<file path="src/rtl/axi4_burst_master.sv">
// AXI4 burst initiator: turns one command into a single INCR burst on an
// AXI4 master port. Write beats come from a valid/ready stream and read beats
// leave through a valid/ready stream. Only one transaction is in flight.
// Commands that are misaligned or would cross a 4 KB page are rejected with
// SLVERR status and never reach the bus.
module axi4_burst_master #(
    parameter int WIDTH  = 32,
    parameter int ADDR_W = 32
) (
    input  logic                 aclk,
    input  logic                 aresetn,
    // command interface
    input  logic                 cmd_valid,
    output logic                 cmd_ready,
    input  logic                 cmd_write,
    input  logic [ADDR_W-1:0]    cmd_addr,
    input  logic [7:0]           cmd_len,
    output logic                 done,
    output logic [1:0]           done_resp,
    // write data stream
    input  logic [WIDTH-1:0]     wr_data,
    input  logic                 wr_valid,
    output logic                 wr_ready,
    // read data stream
    output logic [WIDTH-1:0]     rd_data,
    output logic                 rd_valid,
    input  logic                 rd_ready,
    output logic                 rd_last,
    output logic                 busy,
    // AXI4 write address
    output logic [ADDR_W-1:0]    awaddr,
    output logic [7:0]           awlen,
    output logic [2:0]           awsize,
    output logic [1:0]           awburst,
    output logic [2:0]           awprot,
    output logic                 awvalid,
    input  logic                 awready,
    // AXI4 write data
    output logic [WIDTH-1:0]     wdata,
    output logic [WIDTH/8-1:0]   wstrb,
    output logic                 wlast,
    output logic                 wvalid,
    input  logic                 wready,
    // AXI4 write response
    input  logic [1:0]           bresp,
    input  logic                 bvalid,
    output logic                 bready,
    // AXI4 read address
    output logic [ADDR_W-1:0]    araddr,
    output logic [7:0]           arlen,
    output logic [2:0]           arsize,
    output logic [1:0]           arburst,
    output logic [2:0]           arprot,
    output logic                 arvalid,
    input  logic                 arready,
    // AXI4 read data
    input  logic [WIDTH-1:0]     rdata,
    input  logic [1:0]           rresp,
    input  logic                 rlast,
    input  logic                 rvalid,
    output logic                 rready
);

    localparam int         SIZE_LOG2 = (WIDTH == 64) ? 3 : 2;
    localparam logic [2:0] AXSIZE    = (WIDTH == 64) ? 3'd3 : 3'd2;

    typedef enum logic [2:0] {
        S_IDLE = 3'd0,
        S_AW   = 3'd1,
        S_W    = 3'd2,
        S_B    = 3'd3,
        S_AR   = 3'd4,
        S_R    = 3'd5,
        S_DONE = 3'd6
    } state_t;

    state_t              state_r;
    state_t              state_n;

    logic [ADDR_W-1:0]   addr_r;
    logic [7:0]          len_r;
    logic [8:0]          cnt_r;       // 9 bits so a 256-beat burst never wraps
    logic [1:0]          rresp_r;     // first non-OKAY read response
    logic                perr_r;      // rlast disagreed with our beat counter
    logic [1:0]          done_resp_r;
    logic                cmd_ready_r;

    logic                misaligned_s;
    logic [13:0]         span_end_s;
    logic                cmd_illegal_s;
    logic                cmd_fire_s;
    logic                last_s;
    logic                w_fire_s;
    logic                b_fire_s;
    logic                r_fire_s;
    logic [1:0]          rresp_sticky_s;
    logic                perr_next_s;

    // Static AXI fields: full-width INCR bursts, unprivileged secure data.
    assign awsize    = AXSIZE;
    assign arsize    = AXSIZE;
    assign awburst   = 2'b01;
    assign arburst   = 2'b01;
    assign awprot    = 3'b000;
    assign arprot    = 3'b000;
    assign wstrb     = {(WIDTH/8){1'b1}};
    assign awaddr    = addr_r;
    assign araddr    = addr_r;
    assign awlen     = len_r;
    assign arlen     = len_r;
    assign wdata     = wr_data;
    assign rd_data   = rdata;
    assign cmd_ready = cmd_ready_r;
    assign done_resp = done_resp_r;

    // Command legality: bus-width alignment and no 4 KB page crossing.
    always_comb begin
        misaligned_s  = |cmd_addr[SIZE_LOG2-1:0];
        span_end_s    = {2'b00, cmd_addr[11:0]}
                      + (({6'd0, cmd_len} + 14'd1) << SIZE_LOG2);
        cmd_illegal_s = misaligned_s || (span_end_s > 14'd4096);
    end

    // Read status bookkeeping for the beat currently on the R channel.
    always_comb begin
        last_s         = (cnt_r == {1'b0, len_r});
        rresp_sticky_s = (rresp_r == 2'b00) ? rresp : rresp_r;
        perr_next_s    = perr_r | (rlast != last_s);
    end

    // State register; async reset drops every handshake output at once.
    always_ff @(posedge aclk or negedge aresetn) begin
        if (!aresetn) begin
            state_r <= S_IDLE;
        end else begin
            state_r <= state_n;
        end
    end

    // Next-state decode and channel outputs; valids depend only on state.
    always_comb begin
        state_n    = state_r;
        cmd_fire_s = 1'b0;
        w_fire_s   = 1'b0;
        b_fire_s   = 1'b0;
        r_fire_s   = 1'b0;
        awvalid    = 1'b0;
        wvalid     = 1'b0;
        wlast      = 1'b0;
        wr_ready   = 1'b0;
        bready     = 1'b0;
        arvalid    = 1'b0;
        rready     = 1'b0;
        rd_valid   = 1'b0;
        rd_last    = 1'b0;
        done       = 1'b0;
        busy       = (state_r != S_IDLE);
        case (state_r)
            S_IDLE: begin
                if (cmd_valid && cmd_ready_r) begin
                    cmd_fire_s = 1'b1;
                    if (cmd_illegal_s) begin
                        state_n = S_DONE;
                    end else if (cmd_write) begin
                        state_n = S_AW;
                    end else begin
                        state_n = S_AR;
                    end
                end else begin
                    state_n = S_IDLE;
                end
            end
            S_AW: begin
                awvalid = 1'b1;
                if (awready) begin
                    state_n = S_W;
                end else begin
                    state_n = S_AW;
                end
            end
            S_W: begin
                wvalid   = wr_valid;
                wr_ready = wready;
                wlast    = last_s;
                w_fire_s = wr_valid && wready;
                if (w_fire_s && last_s) begin
                    state_n = S_B;
                end else begin
                    state_n = S_W;
                end
            end
            S_B: begin
                bready   = 1'b1;
                b_fire_s = bvalid;
                if (bvalid) begin
                    state_n = S_DONE;
                end else begin
                    state_n = S_B;
                end
            end
            S_AR: begin
                arvalid = 1'b1;
                if (arready) begin
                    state_n = S_R;
                end else begin
                    state_n = S_AR;
                end
            end
            S_R: begin
                rd_valid = rvalid;
                rready   = rd_ready;
                rd_last  = last_s;
                r_fire_s = rvalid && rd_ready;
                if (r_fire_s && last_s) begin
                    state_n = S_DONE;
                end else begin
                    state_n = S_R;
                end
            end
            S_DONE: begin
                done    = 1'b1;
                state_n = S_IDLE;
            end
            default: begin
                state_n = S_IDLE;
            end
        endcase
    end

    // Command latch, beat counter and completion status.
    always_ff @(posedge aclk or negedge aresetn) begin
        if (!aresetn) begin
            addr_r      <= {ADDR_W{1'b0}};
            len_r       <= 8'd0;
            cnt_r       <= 9'd0;
            rresp_r     <= 2'b00;
            perr_r      <= 1'b0;
            done_resp_r <= 2'b00;
            cmd_ready_r <= 1'b0;
        end else begin
            cmd_ready_r <= (state_n == S_IDLE);
            if (cmd_fire_s) begin
                addr_r      <= cmd_addr;
                len_r       <= cmd_len;
                cnt_r       <= 9'd0;
                rresp_r     <= 2'b00;
                perr_r      <= 1'b0;
                done_resp_r <= cmd_illegal_s ? 2'b10 : 2'b00;
            end else if (w_fire_s) begin
                cnt_r <= cnt_r + 9'd1;
            end else if (b_fire_s) begin
                done_resp_r <= bresp;
            end else if (r_fire_s) begin
                cnt_r   <= cnt_r + 9'd1;
                rresp_r <= rresp_sticky_s;
                perr_r  <= perr_next_s;
                if (last_s) begin
                    done_resp_r <= perr_next_s ? 2'b10 : rresp_sticky_s;
                end
            end
        end
    end

endmodule

</file>
<file path="config.mk">
export PLATFORM = sky130hd
export DESIGN_NAME = axi4_burst_master
export DESIGN_NICKNAME = d
export VERILOG_FILES = /design/src/rtl/axi4_burst_master.sv
export SDC_FILE = /design/constraint.sdc
export NUM_CORES = 1
export LEC_CHECK = 0
export BUFFER_PORTS_ARGS = -buffer_cell sky130_fd_sc_hd__buf_2
export CAP_MARGIN = 5
export CELL_PAD_IN_SITES_DETAIL_PLACEMENT = 0
export CELL_PAD_IN_SITES_GLOBAL_PLACEMENT = 2
export CORE_ASPECT_RATIO = 0.7
export CORE_MARGIN = 2
export CORE_UTILIZATION = 23
export CTS_CLUSTER_DIAMETER = 50
export DETAILED_ROUTE_END_ITERATION = 7
export GPL_ROUTABILITY_DRIVEN = 0
export PLACE_DENSITY_LB_ADDON = 0.3
export SETUP_SLACK_MARGIN = 0.4
export SYNTH_ARGS = -nofsm -noshare
export SYNTH_HDL_FRONTEND = slang
export SYNTH_SLANG_ARGS = --single-unit
export TNS_END_PERCENT = 50
</file>
<file path="constraint.sdc">
create_clock -name aclk -period 3.3 [get_ports aclk]
set_input_delay 0.165 -clock aclk [delete_from_list [all_inputs] [get_ports aclk]]
set_output_delay 0.165 -clock aclk [all_outputs]
set_load 0.1 [all_outputs]
</file>
==> impl_metrics.yaml, run 1 <==
synth:
  synth_top_flop_cell: "dfrtp_1"
  syn_avg_cell_area_sq_um: 8.327
  synth_top_area_share_pct: 35.14
  yosysSeqAreaShare_pct: 35.14
  yosys_register_bits: 58
  synthTopCellsByArea: "dfrtp_1 (35%), buf_4 (23%), nand2_1 (12%)"
  synth_area_sq_um: 4130
  ys_warn_count: 0
  ys_types: 53
  yosysTopAreaCell: "dfrtp_1"
  synthArstFlopShare_pct: 100.0
  synthCells: 496
  synth-edff-count: 0
sta:
  worst_pin_slew_ns: 0.8799
  max_freq_ghz: 0.4084
  fin_skew_ns: 0.01234
  setup_viol: 0
  drv_slew: 0
  hold_viol_final: 0
  fin_crit_sh_pct: 74.21
  fin_tns_setup_ns: 0
  relSlewSlack_pct: 41.34
  min_period_ns: 2.449
  rsz0062_at_grt: "no"
placement:
  port_buffers: 149
  hpwl_mm: 8.349
floorplan:
  ioPinCount: 298
  dieArea_sq_um: 19060
  die_w_um: 164.2
  start_util_pct: 23.78
  die_h_um: 116.1
  core_area_sq_um: 17370
  rows: 40
global_route:
  antenna_found_initial: 1
  grt_pass1_wl_mm: 16.74
  grt_max_degree: 38
  track_usage_pct: 11.55
  grt_pass1_vias: 2967
  overflow: 0
setup_path:
  cp.depth: 5
  critical-path-top-delay-family: "simple AND/OR/NAND/NOR gates"
  path_class: "reg -> out"
  startpoint_type: "flip-flop"
  critical_path.max_stage_delay_ns: 0.51
  cp.required_ns: 3.13
  cp_slowest_cell: "or4_4"
  critPathMaxFanout: 6
  worstPathArrival_ns: 2.28
  end_kind: "primary output"
  crit_buf_inv: 1
  worstPathCellList: "xnor2_1 -> nand4_1 -> or4_4 -> and2b_1 -> buf_2"
  worstRegToRegCells: 5
cts:
  clock-sinks: 58
  clock_latency_ns: 0.33
  cts.htree.levels: 3
  cts_root_buf: "clkbuf_16"
  clk_pin_slew_ns: 0.06
  numCtsBuffers: 9
  tritoncts: "done"
  clockBufferDepth: 2
  cts_setup_buffers: 0
route:
  drtAntennaViolNets: 0
  drc_errors: 0
  initialDrtViolationCount: 120
  first_pass_iters: 4
  wire_per_inst_um: 14.08
  vias: 3169
  via_per_inst: 4.079
  drt_wl_total_mm: 10.94
final_layout:
  area_growth_pct: 12.21
  final_cell_mix: "buf_2 (149), nand2_1 (131), dfrtp_1 (58), nor2_1 (27), conb_1 (20)"
  finish.net_count: 673
  drive_above_1_share_pct: 33.94
  final_common_cell: "buf_2"
worst_hold_path:
  worstHoldPathCells: 3
  min_path_type: "in -> reg"
status:
  status: "finished clean"
flow_run:
  cap_violations: 0
[worst reg2reg max path, cell delays in order, from the launching register on]
cell	delay, ns
dfrtp_1	0.58
nand3b_1	0.39
o2bb2ai_2	0.48
o2111ai_1	0.32
or3_1	0.43
a21oi_1	0.14
[layer usage]
layer  part of all wire (%)  track usage, %  wire length [um]
met5                      0               0                 0
met4                    1.5           3.684               159
met3                    9.4           4.261              1032
met2                     38           15.84              4162
met1                     51           16.63              5587
[path summary, 6_finish.rpt]
check | from | end | slack (ns)
max in group asynchronous | aresetn | done_resp[1] | 1.98
setup reg to reg | state_r[0] | cnt_r[7] | 0.89
setup / recovery | arlen[0] | wlast | 0.85
hold reg to reg | perr_r | perr_r | 0.49
hold / removal | cmd_addr[23] | araddr[23] | 0.02
min in group asynchronous | aresetn | araddr[4] | 0.48
[logic make-up after synthesis]
| logic type | Yosys count | synth area share, % |
|---|---|---|
| AOI/OAI and AO/OA | 49 | 8.028 |
| xor gates and xnor gates | 23 | 5.241 |
| adders and majority gates | 13 | 4.120 |
| buffers and inverters | 147 | 25.05 |
| DFF | 58 | 35.14 |
| muxes | 5 | 1.303 |
| other | 2 | 0.1818 |
| and+or+nand+nor | 199 | 20.93 |
[cell usage after synthesis, types with 2 or more instances]
library cell,number
xor2_1,10
a21o_1,3
nor3b_1,4
buf_2,2
nor2_1,28
inv_1,8
clkbuf_1,10
a21oi_1,14
or3_1,2
mux2_2,3
o21ai_0,11
xnor2_2,2
nor2b_1,3
xnor2_1,11
nand2_1,131
nor3_1,7
a31oi_1,2
o2111ai_1,2
mux2i_1,2
and3_1,4
nand3_1,5
buf_4,124
a22oi_1,2
nand3b_1,2
buf_6,2
ha_1,12
o21a_1,3
dfrtp_1,58
conb_1,2
nand4_1,4
[what timing repair did]
item | in CTS | in global routing
hold buffers | 1 | 0
hold endpoints to repair | 20 | 0
gates resized for setup | 0 | 0
[state kept, by name (all words and copies together), names as in the netlist]
register / cells
done_resp: 2
cnt_r: 9
state_r: 3
rresp_r: 2
cmd_ready: 1
araddr: 32
arlen: 8
perr_r: 1
[through the flow]
step                cells  util (%)  cell area (sq um)  hold slack (ns)  worst slack [ns]
floorplan             514         -               4205          -0.1306            0.3337
global placement      759     24.60               4272           0.3307            0.5919
detailed placement    759     24.60               4272           0.3307            0.5175
CTS                   776     26.67               4632         0.007057            0.7895
global route          776     26.67               4632          0.01140            0.5184
finish                777     26.69               4634          0.01639            0.8511
[cell type report]
| class | instances | area, sq um |
|---|---|---|
| inverter | 8 | 30.03 |
| fill | 1912 | 12730 |
| clock buffer | 9 | 225.2 |
| sequential | 58 | 1451 |
| clock inverter | 7 | 125.1 |
| timing repair buffer | 154 | 785.8 |
| antenna | 1 | 2.502 |
| tap | 231 | 289.0 |
| multi-input combinational | 309 | 1725 |
Power of run 1 is not shown: default switching activity piles up to over one toggle a cycle in this logic, so the estimate is an artifact.
==> run 2, diff against run 1 <==
CORE_UTILIZATION = 21   (was 23)
clock period = 2.4 ns   (was 3.3 ns; I/O delays follow)
==> impl_metrics.yaml, run 2 (same netlist as run 1, synthesis figures left out) <==
status:
  status: "finished clean"
floorplan:
  rows: 42
  core_area_sq_um: 19080
  start_util_pct: 21.65
  ioPinCount: 298
  die_w_um: 171.6
  die_h_um: 121.3
  dieArea_sq_um: 20820
final_layout:
  largest_reg_flops: 32
  finish.net_count: 725
  final_common_cell: "buf_2"
  diodes: 0
  drive_above_1_share_pct: 42.71
  num-fill-cells: 2053
  final_cell_mix: "buf_2 (144), nand2_1 (131), dfrtp_1 (46), buf_4 (32), nor2_1 (24)"
  area_growth_pct: 31.05
worst_hold_path:
  min_path_type: "in -> reg"
setup_path:
  startpoint_type: "flip-flop"
  path_class: "reg -> out"
  cp_slowest_cell: "or4_4"
  critical-path-top-delay-family: "simple AND/OR/NAND/NOR gates"
  cp.required_ns: 2.28
  worstPathArrival_ns: 2.05
  crit_buf_inv: 1
  critical_path.max_stage_delay_ns: 0.55
  rrSetupSlack_ns: 0.34
  end_kind: "primary output"
  critPathMaxFanout: 5
  worstPathCellList: "xnor2_2 -> nand3_1 -> or4_4 -> and2b_4 -> buf_12"
route:
  drc_errors: 0
  first_pass_iters: 4
  drtAntennaViolNets: 0
  drt_wl_total_mm: 12.02
  wire_per_inst_um: 13.97
  vias: 3401
  via_per_inst: 3.950
  initialDrtViolationCount: 176
cts:
  clk_pin_slew_ns: 0.06
  cts_root_buf: "clkbuf_16"
  clock_latency_ns: 0.32
  clockBufferDepth: 2
  numCtsBuffers: 9
  tritoncts: "done"
  clock-sinks: 58
  cts.htree.levels: 3
placement:
  hpwl_mm: 8.961
  port_buffers: 149
sta:
  hold_viol_final: 0
  rsz0062_at_grt: "yes"
  fin_crit_sh_pct: 90.51
  min_period_ns: 2.172
  whs_ns: 0.01713
  worst_pin_slew_ns: 0.9161
  setup_viol: 0
  max_freq_ghz: 0.4603
  drv_slew: 0
  relSlewSlack_pct: 38.93
  fin_skew_ns: 0.008007
global_route:
  antenna_found_initial: 0
  track_usage_pct: 11.39
  overflow: 0
  grt_max_degree: 38
  grt_pass1_vias: 3234
  grt_pass1_wl_mm: 17.84
flow_run:
  cap_violations: 0
## run 2: changes by cell type in the layout (fill, tap and decap cells not counted), sizes merged
cell,delta
clkbuf,+5
inv,-1
dlygate4sd3,+20
bufinv,-1
clkinv,-3
diode,-1
buf,+32
## run 2: tightest hold or removal path: cells and delay by family
family        cells  cell delay, ns
buf+inv           1            0.09
simple gates      2            0.10
## run 2: area by class of cell
class | instances | area [sq um] | share of cell area, %
tap | 264 | 330.3 | 6.103
timing repair buffer | 206 | 1311 | 24.23
clock inverter | 2 | 60.06 | 1.110
clock buffer | 14 | 264.0 | 4.877
multi-input combinational | 309 | 1931 | 35.67
inverter | 8 | 30.03 | 0.5548
sequential | 58 | 1486 | 27.46
## run 2: per-layer routing
| metal | track usage (%) | routed length, um |
|---|---|---|
| met5 | 0 | 0 |
| met4 | 3.125 | 102 |
| met1 | 15.28 | 5713 |
| met3 | 4.207 | 1060 |
| met2 | 17.12 | 5148 |
## run 2: worst paths after layout
path / end / cells after the start / startpoint
max reg2reg: done_resp[1] / 6 / arlen[6]
min reg2reg: perr_r / 2 / perr_r
min in group asynchronous: araddr[3] / 2 / aresetn
max in group asynchronous: arlen[1] / 2 / aresetn
min: araddr[2] / 3 / cmd_addr[2]
max: wlast / 5 / arlen[6]
## run 2: repair_timing
| item | CTS | global route |
|---|---|---|
| endpoints found under the setup margin | 9 | 48 |
| hold endpoints to repair | 56 | 0 |
| buffers inserted | 10 | 7 |
| cloned | 0 | 0 |
| pin swaps | 12 | 13 |
| hold buffers | 21 | 0 |
| gates resized for setup | 11 | 31 |
## run 2: per-stage QoR
| step | util (%) | setup WS (ns) | area [sq um] | TNS [ns] | std cells |
|---|---|---|---|---|---|
| after global placement | 23.93 | 0.004452 | 4566 | 0 | 807 |
| after detailed placement | 23.93 | -0.09763 | 4566 | -0.2774 | 807 |
| after CTS | 27.36 | 0.1755 | 5220 | 0 | 854 |
| final | 28.37 | 0.2277 | 5413 | 0 | 861 |
| after floorplan | - | -0.01222 | 4305 | -0.01222 | 514 |
| after global routing | 28.37 | 0.1523 | 5413 | 0 | 861 |
Power of run 2 is left out for the same reason.
